**config.mk**
```make
export PLATFORM = sky130hd
export DESIGN_NAME = lcd_text_buffer_flat
export DESIGN_NICKNAME = d
export VERILOG_FILES = /design/src/rtl/lcd_text_buffer_if.sv /design/src/rtl/lcd_text_buffer.sv /design/src/flat_wrapper.sv
export SDC_FILE = /design/constraint.sdc
export NUM_CORES = 1
export LEC_CHECK = 0
export BUFFER_PORTS_ARGS = -buffer_cell sky130_fd_sc_hd__buf_2
export CORE_ASPECT_RATIO = 1.4
export CORE_MARGIN = 8
export CORE_UTILIZATION = 45
export DETAILED_ROUTE_END_ITERATION = 10
export SLEW_MARGIN = 20
export SYNTH_ARGS = -nofsm -noshare
export SYNTH_HDL_FRONTEND = slang
export SYNTH_SLANG_ARGS = --single-unit
```
**constraint.sdc**
```tcl
create_clock -name clk -period 3.1 [get_ports clk]
set_input_delay 0.31 -clock clk [delete_from_list [all_inputs] [get_ports clk]]
set_output_delay 0.31 -clock clk [all_outputs]
set_load 0.1 [all_outputs]
```
**src/rtl/lcd_text_buffer_if.sv**
```systemverilog
// Bus bundle between the game/control logic, the LCD driver and the text buffer.
// The buffer uses the slave modport; the master side issues writes, reads and acks.
interface lcd_text_buffer_if #(
   parameter int COLS = 16
);
   localparam int CW = $clog2(COLS);

   logic          wr_en;
   logic [7:0]    wr_char;
   logic          set_cur;
   logic          cur_row;
   logic [CW-1:0] cur_col;
   logic          clr;
   logic          busy;
   logic          rd_row;
   logic [CW-1:0] rd_col;
   logic [7:0]    rd_data;
   logic          dirty;
   logic          refresh_ack;
   logic          cursor_row;
   logic [CW-1:0] cursor_col;

   modport master (
      output wr_en, wr_char, set_cur, cur_row, cur_col, clr, rd_row, rd_col, refresh_ack,
      input  busy, rd_data, dirty, cursor_row, cursor_col
   );

   modport slave (
      input  wr_en, wr_char, set_cur, cur_row, cur_col, clr, rd_row, rd_col, refresh_ack,
      output busy, rd_data, dirty, cursor_row, cursor_col
   );
endinterface

```
**src/rtl/lcd_text_buffer.sv**
```systemverilog
// Two-row character frame buffer feeding a text-LCD driver: cursor write port,
// registered (row, col) read port, self-clearing after reset, dirty/ack refresh flag.
module lcd_text_buffer #(
   parameter int         COLS      = 16,
   parameter logic [7:0] FILL_CHAR = 8'h20
) (
   input logic               clk,
   input logic               resetn,
   lcd_text_buffer_if.slave  bus
);
   localparam int CW    = $clog2(COLS);
   localparam int AW    = CW + 1;
   localparam int DEPTH = 2 * COLS;

   typedef logic [AW-1:0] addr_t;
   typedef enum logic {CLEAR, IDLE} state_t;

   localparam addr_t LAST = addr_t'(DEPTH - 1);

   state_t     state, state_next;
   addr_t      idx, idx_next;
   addr_t      cursor, cursor_next;
   addr_t      wr_addr, cur_target, rd_addr;
   logic       we;
   logic [7:0] wr_data;
   logic       set_dirty;
   logic       dirty;
   logic [7:0] rd_data;
   logic [7:0] mem [DEPTH];

   // Cursor is held as the linear {row, col} index, so +1 gives the row-wrap order for free.
   assign cur_target = {bus.cur_row, bus.cur_col};
   assign rd_addr    = {bus.rd_row, bus.rd_col};

   // NOTE: combinational logic uses blocking '=' and gives every output a default first, so no latch is inferred.
   always_comb begin
      state_next  = state;
      idx_next    = idx;
      cursor_next = cursor;
      we          = 1'b0;
      wr_addr     = cursor;
      wr_data     = bus.wr_char;
      set_dirty   = 1'b0;
      unique case (state)
         CLEAR: begin
            we       = 1'b1;
            wr_addr  = idx;
            wr_data  = FILL_CHAR;
            idx_next = idx + addr_t'(1);
            if (idx == LAST) begin
               state_next  = IDLE;
               set_dirty   = 1'b1;
               cursor_next = '0;
            end
         end
         IDLE: begin
            if (bus.clr) begin
               state_next = CLEAR;
               idx_next   = '0;
            end else if (bus.set_cur && bus.wr_en) begin
               we          = 1'b1;
               wr_addr     = cur_target;
               cursor_next = cur_target + addr_t'(1);
               set_dirty   = 1'b1;
            end else if (bus.set_cur) begin
               cursor_next = cur_target;
            end else if (bus.wr_en) begin
               we          = 1'b1;
               cursor_next = cursor + addr_t'(1);
               set_dirty   = 1'b1;
            end
         end
         default: state_next = CLEAR;
      endcase
   end

   // NOTE: sequential state is updated with non-blocking '<=' only.
   always_ff @(posedge clk or negedge resetn) begin
      if (!resetn) begin
         state   <= CLEAR;
         idx     <= '0;
         cursor  <= '0;
         dirty   <= 1'b0;
         rd_data <= FILL_CHAR;
      end else begin
         state   <= state_next;
         idx     <= idx_next;
         cursor  <= cursor_next;
         dirty   <= set_dirty | (dirty & ~bus.refresh_ack);
         rd_data <= mem[rd_addr];
      end
   end

   // NOTE: the array itself has no reset; the CLEAR sweep after every reset initialises it.
   always_ff @(posedge clk) begin
      if (we) mem[wr_addr] <= wr_data;
   end

   assign bus.busy       = (state == CLEAR);
   assign bus.dirty      = dirty;
   assign bus.rd_data    = rd_data;
   assign bus.cursor_row = cursor[AW-1];
   assign bus.cursor_col = cursor[CW-1:0];
endmodule

```
**src/flat_wrapper.sv**
```systemverilog
// flat-port wrapper written by rule: the top's interface ports become plain ports
module lcd_text_buffer_flat 
#(
   parameter int         COLS      = 16,
   parameter logic [7:0] FILL_CHAR = 8'h20
)
  (clk, resetn, bus_wr_en, bus_wr_char, bus_set_cur, bus_cur_row, bus_cur_col, bus_clr, bus_rd_row, bus_rd_col, bus_refresh_ack, bus_busy, bus_rd_data, bus_dirty, bus_cursor_row, bus_cursor_col);
  lcd_text_buffer_if #(.COLS(COLS)) bus_i ();
  input logic clk;
  input logic resetn;
  input wire logic [$bits(bus_i.wr_en)-1:0] bus_wr_en;
  input wire logic [$bits(bus_i.wr_char)-1:0] bus_wr_char;
  input wire logic [$bits(bus_i.set_cur)-1:0] bus_set_cur;
  input wire logic [$bits(bus_i.cur_row)-1:0] bus_cur_row;
  input wire logic [$bits(bus_i.cur_col)-1:0] bus_cur_col;
  input wire logic [$bits(bus_i.clr)-1:0] bus_clr;
  input wire logic [$bits(bus_i.rd_row)-1:0] bus_rd_row;
  input wire logic [$bits(bus_i.rd_col)-1:0] bus_rd_col;
  input wire logic [$bits(bus_i.refresh_ack)-1:0] bus_refresh_ack;
  output wire logic [$bits(bus_i.busy)-1:0] bus_busy;
  output wire logic [$bits(bus_i.rd_data)-1:0] bus_rd_data;
  output wire logic [$bits(bus_i.dirty)-1:0] bus_dirty;
  output wire logic [$bits(bus_i.cursor_row)-1:0] bus_cursor_row;
  output wire logic [$bits(bus_i.cursor_col)-1:0] bus_cursor_col;
  assign bus_i.wr_en = bus_wr_en;
  assign bus_i.wr_char = bus_wr_char;
  assign bus_i.set_cur = bus_set_cur;
  assign bus_i.cur_row = bus_cur_row;
  assign bus_i.cur_col = bus_cur_col;
  assign bus_i.clr = bus_clr;
  assign bus_i.rd_row = bus_rd_row;
  assign bus_i.rd_col = bus_rd_col;
  assign bus_i.refresh_ack = bus_refresh_ack;
  assign bus_busy = bus_i.busy;
  assign bus_rd_data = bus_i.rd_data;
  assign bus_dirty = bus_i.dirty;
  assign bus_cursor_row = bus_i.cursor_row;
  assign bus_cursor_col = bus_i.cursor_col;
  lcd_text_buffer #(.COLS(COLS), .FILL_CHAR(FILL_CHAR)) u_core (.clk(clk), .resetn(resetn), .bus(bus_i));
endmodule
```
==> qor.txt <==
Die H -> 202 microns
most frequent cell after synthesis -> edfxtp_1
Achievable Freq -> 0.391 GHz
number of flops mapped to enable cells by yosys -> 256
RSZ-0062 raised after global routing -> no
Yosys reg bits -> 276
initial core utilization -> 45.5%
Sw Share -> 28.7%
Synth warnings -> 0
ranking of synthesized cells by area -> edfxtp_1 69%, mux4_2 16%, dfrtp_1 4.3%, nor3_1 1.2%, mux2_2 0.91%
Root Driver -> clkbuf_16
final core utilization -> 52.8%
number of max-cap violations -> 0
Tightest Pin Transition -> 1090 ps
min cycle time layout -> 2560 ps
Lkg Pwr -> 4.31 nW
Final HPWL DP -> 15300 microns
Final Non-Filler Cells -> 960
Synth cell types -> 43
DP Area -> 0.0120 sq mm
syn_area_per_cell -> 20.7 sq um
kind of critical path -> reg2reg
CP required -> 3330 ps
worst r2r src -> u_core.state
drt wl/cell -> 24.7 microns
fraction of layout cells with a size suffix above 1 -> 34.3%
HP Start -> bus_clr
Slew HR -> 26.6%
max-slew violation count -> 0
cell taking the most area after synthesis -> edfxtp_1
nature of the critical path startpoint -> register
Final setup viols -> 0
placed insts -> 911
Net count, final -> 653
IO Count -> 39
CTS Sinks -> 276
final instance area -> 0.0129 sq mm
Internal Power -> 7.50 mW
vias -> 5530
Hold Path Depth -> 2
CTS buffer count -> 26
count of final hold-check violations -> 0
status -> completed
post-synthesis cell area -> 0.0112 sq mm
global-route wire length before repair -> 36200 microns
Via-to-Cell Ratio -> 5.76
Skew-Pair Late Insertion Delay -> 520 ps
CTS tree -> built
syn nets -> 567
post-cts resize count -> 0
aggregate routed wire length -> 23700 microns
vias in the first global route -> 5830
CP endpoint kind -> register
post-synth top area share -> 68.9%
synth cell count leaders -> 256 x edfxtp_1, 80 x mux4_2, 26 x nor3_1
Core Region -> 0.0245 sq mm
CTS Hold Bufs -> 1
Die Footprint -> 0.0302 sq mm
ANT nets after route -> 0
largest fanout on the critical path -> 16
largest net degree at the start of global routing -> 65
min-delay worst type -> in2reg
ys flop type -> edfxtp_1
worst setup margin -> 542 ps
CP startpoint -> u_core.state
Post-synth ARST share -> 7.25%
sequential power share -> 47.1%
Routability Congestion -> 0.842
power share of the clock group -> 32.2%
initial DRC count -> 504
drt first pass iters -> 4
PD cells -> 812 mW/mm^2
initial antenna violation count -> 0
Die Span X -> 149 microns
FF-to-FF setup slack -> 540 ps
Tot GR Track Use -> 16.0%
switching power -> 3.01 mW
CTS H-tree lvls -> 1
Overflow after GRT -> 0
DRC -> 0
Post-Place Worst Slack -> 420 ps
Critical Path AT -> 2790 ps
CTS clk-pin slew, worst paths -> 60 ps
post-CTS setup repair buffer count -> 0
CTS Buffer Depth -> 3
crit share post-route -> 82.5%
Gate power share -> 20.7%
FF-to-FF path depth -> 5
Post-Syn Instances -> 539
TNS Setup -> 0 ps
Clock Skews -> 14.5 ps
area growth from synthesis to layout -> 16.0%
VDD IR-drop max -> 0.526 mV
count of input and output buffers -> 38
n_diodes -> 0
Site Rows -> 68
Seq/Total Area, Yosys -> 73.4%
## state kept, by name, indices dropped and copies added, names as in the netlist
| signal | cells |
|---|---|
| u_core.mem | 256 |
| u_core.bus.rd_data | 8 |
| u_core.cursor | 5 |
| u_core.idx | 5 |
| u_core.bus.dirty | 1 |
| u_core.state | 1 |
## cell families (layout without fill, tap and decap cells)
logic type / after synthesis / after routing / share of synthesized area, %
and+or+nand+nor: 87 / 87 / 4.33
AOI/OAI and AO/OA: 37 / 37 / 2.25
DFF: 276 / 276 / 73.4
adders and majority gates: 4 / 4 / 0.449
xor gates and xnor gates: 6 / 6 / 0.471
buffers and inverters: 33 / 139 / 1.41
muxes: 96 / 96 / 17.7
## critical path, stage by stage, from the launching register on
cell,delay [ps]
dfrtp_1,650
inv_1,220
or3_1,390
a32o_1,420
nor4_1,350
buf_4,240
## through the flow
| step | hold slack, ps | power, mW |
|---|---|---|
| 2_1_floorplan | 14.4 | 6.39 |
| 3_5_place_dp | 328 | 7.23 |
| 3_3_place_gp | 313 | 7.13 |
| 5_1_grt | 70.7 | 10.9 |
| 4_1_cts | 41.2 | 10.6 |
| 6_report | 60.3 | 10.5 |
## per-layer routing
| metal | share of wire [%] | routed length (microns) | global-route usage [%] |
|---|---|---|---|
| met1 | 41 | 9700 | 20.6 |
| met2 | 52 | 12400 | 27.5 |
| met4 | 1.9 | 445 | 4.27 |
| met5 | 0 | 0 | 0 |
| met3 | 4.7 | 1110 | 2.22 |
## final timing paths
kind,end
max,u_core.mem[6][2]
min,u_core.idx[3]
max reg2reg,u_core.mem[6][2]
min reg2reg,u_core.bus.dirty
max in group asynchronous,u_core.bus.rd_data[5]
min in group asynchronous,u_core.idx[0]
## power by group through the flow
stage / Combinational, mW / Clock, mW / Sequential, mW
floorplan: 1.12 / 0 / 5.28
global placement: 2.14 / 0 / 4.99
detailed placement: 2.20 / 0 / 5.02
CTS: 2.21 / 3.44 / 4.95
global route: 2.33 / 3.58 / 4.99
finish: 2.18 / 3.39 / 4.95
## cell type report
class / count / area, sq um
Clock inverter: 15 / 198
Clock buffer: 33 / 728
Fill cell: 1914 / 11600
Tap cell: 315 / 394
Inverter: 4 / 15.0
Sequential cell: 276 / 8190
Multi-Input combinational cell: 230 / 2820
Timing Repair Buffer: 87 / 601
## layout by cell type, fill, tap and decap left out, types with 4 or more instances in the layout
cell / Yosys / layout
edfxtp_1: 256 / 256
mux4_2: 80 / 80
buf_4: 6 / 46
buf_2: 3 / 37
clkbuf_16: 0 / 27
nor3_1: 26 / 26
dfrtp_1: 19 / 19
mux2_2: 9 / 9
nor2_1: 8 / 8
nand2b_1: 7 / 7
mux2i_1: 7 / 7
o21ai_0: 7 / 7
nor4_1: 8 / 7
nand2_1: 7 / 7
and2_1: 7 / 6
a21oi_1: 6 / 6
nand3b_1: 5 / 5
bufinv_16: 0 / 5
clkinv_1: 0 / 5
inv_1: 4 / 4
nor2b_1: 4 / 4
o2bb2ai_1: 4 / 4
nand3_1: 4 / 4
xnor2_1: 4 / 4
ha_1: 4 / 4
clkinv_2: 0 / 4
No activity file was read; power rests on OpenSTA's default activity.
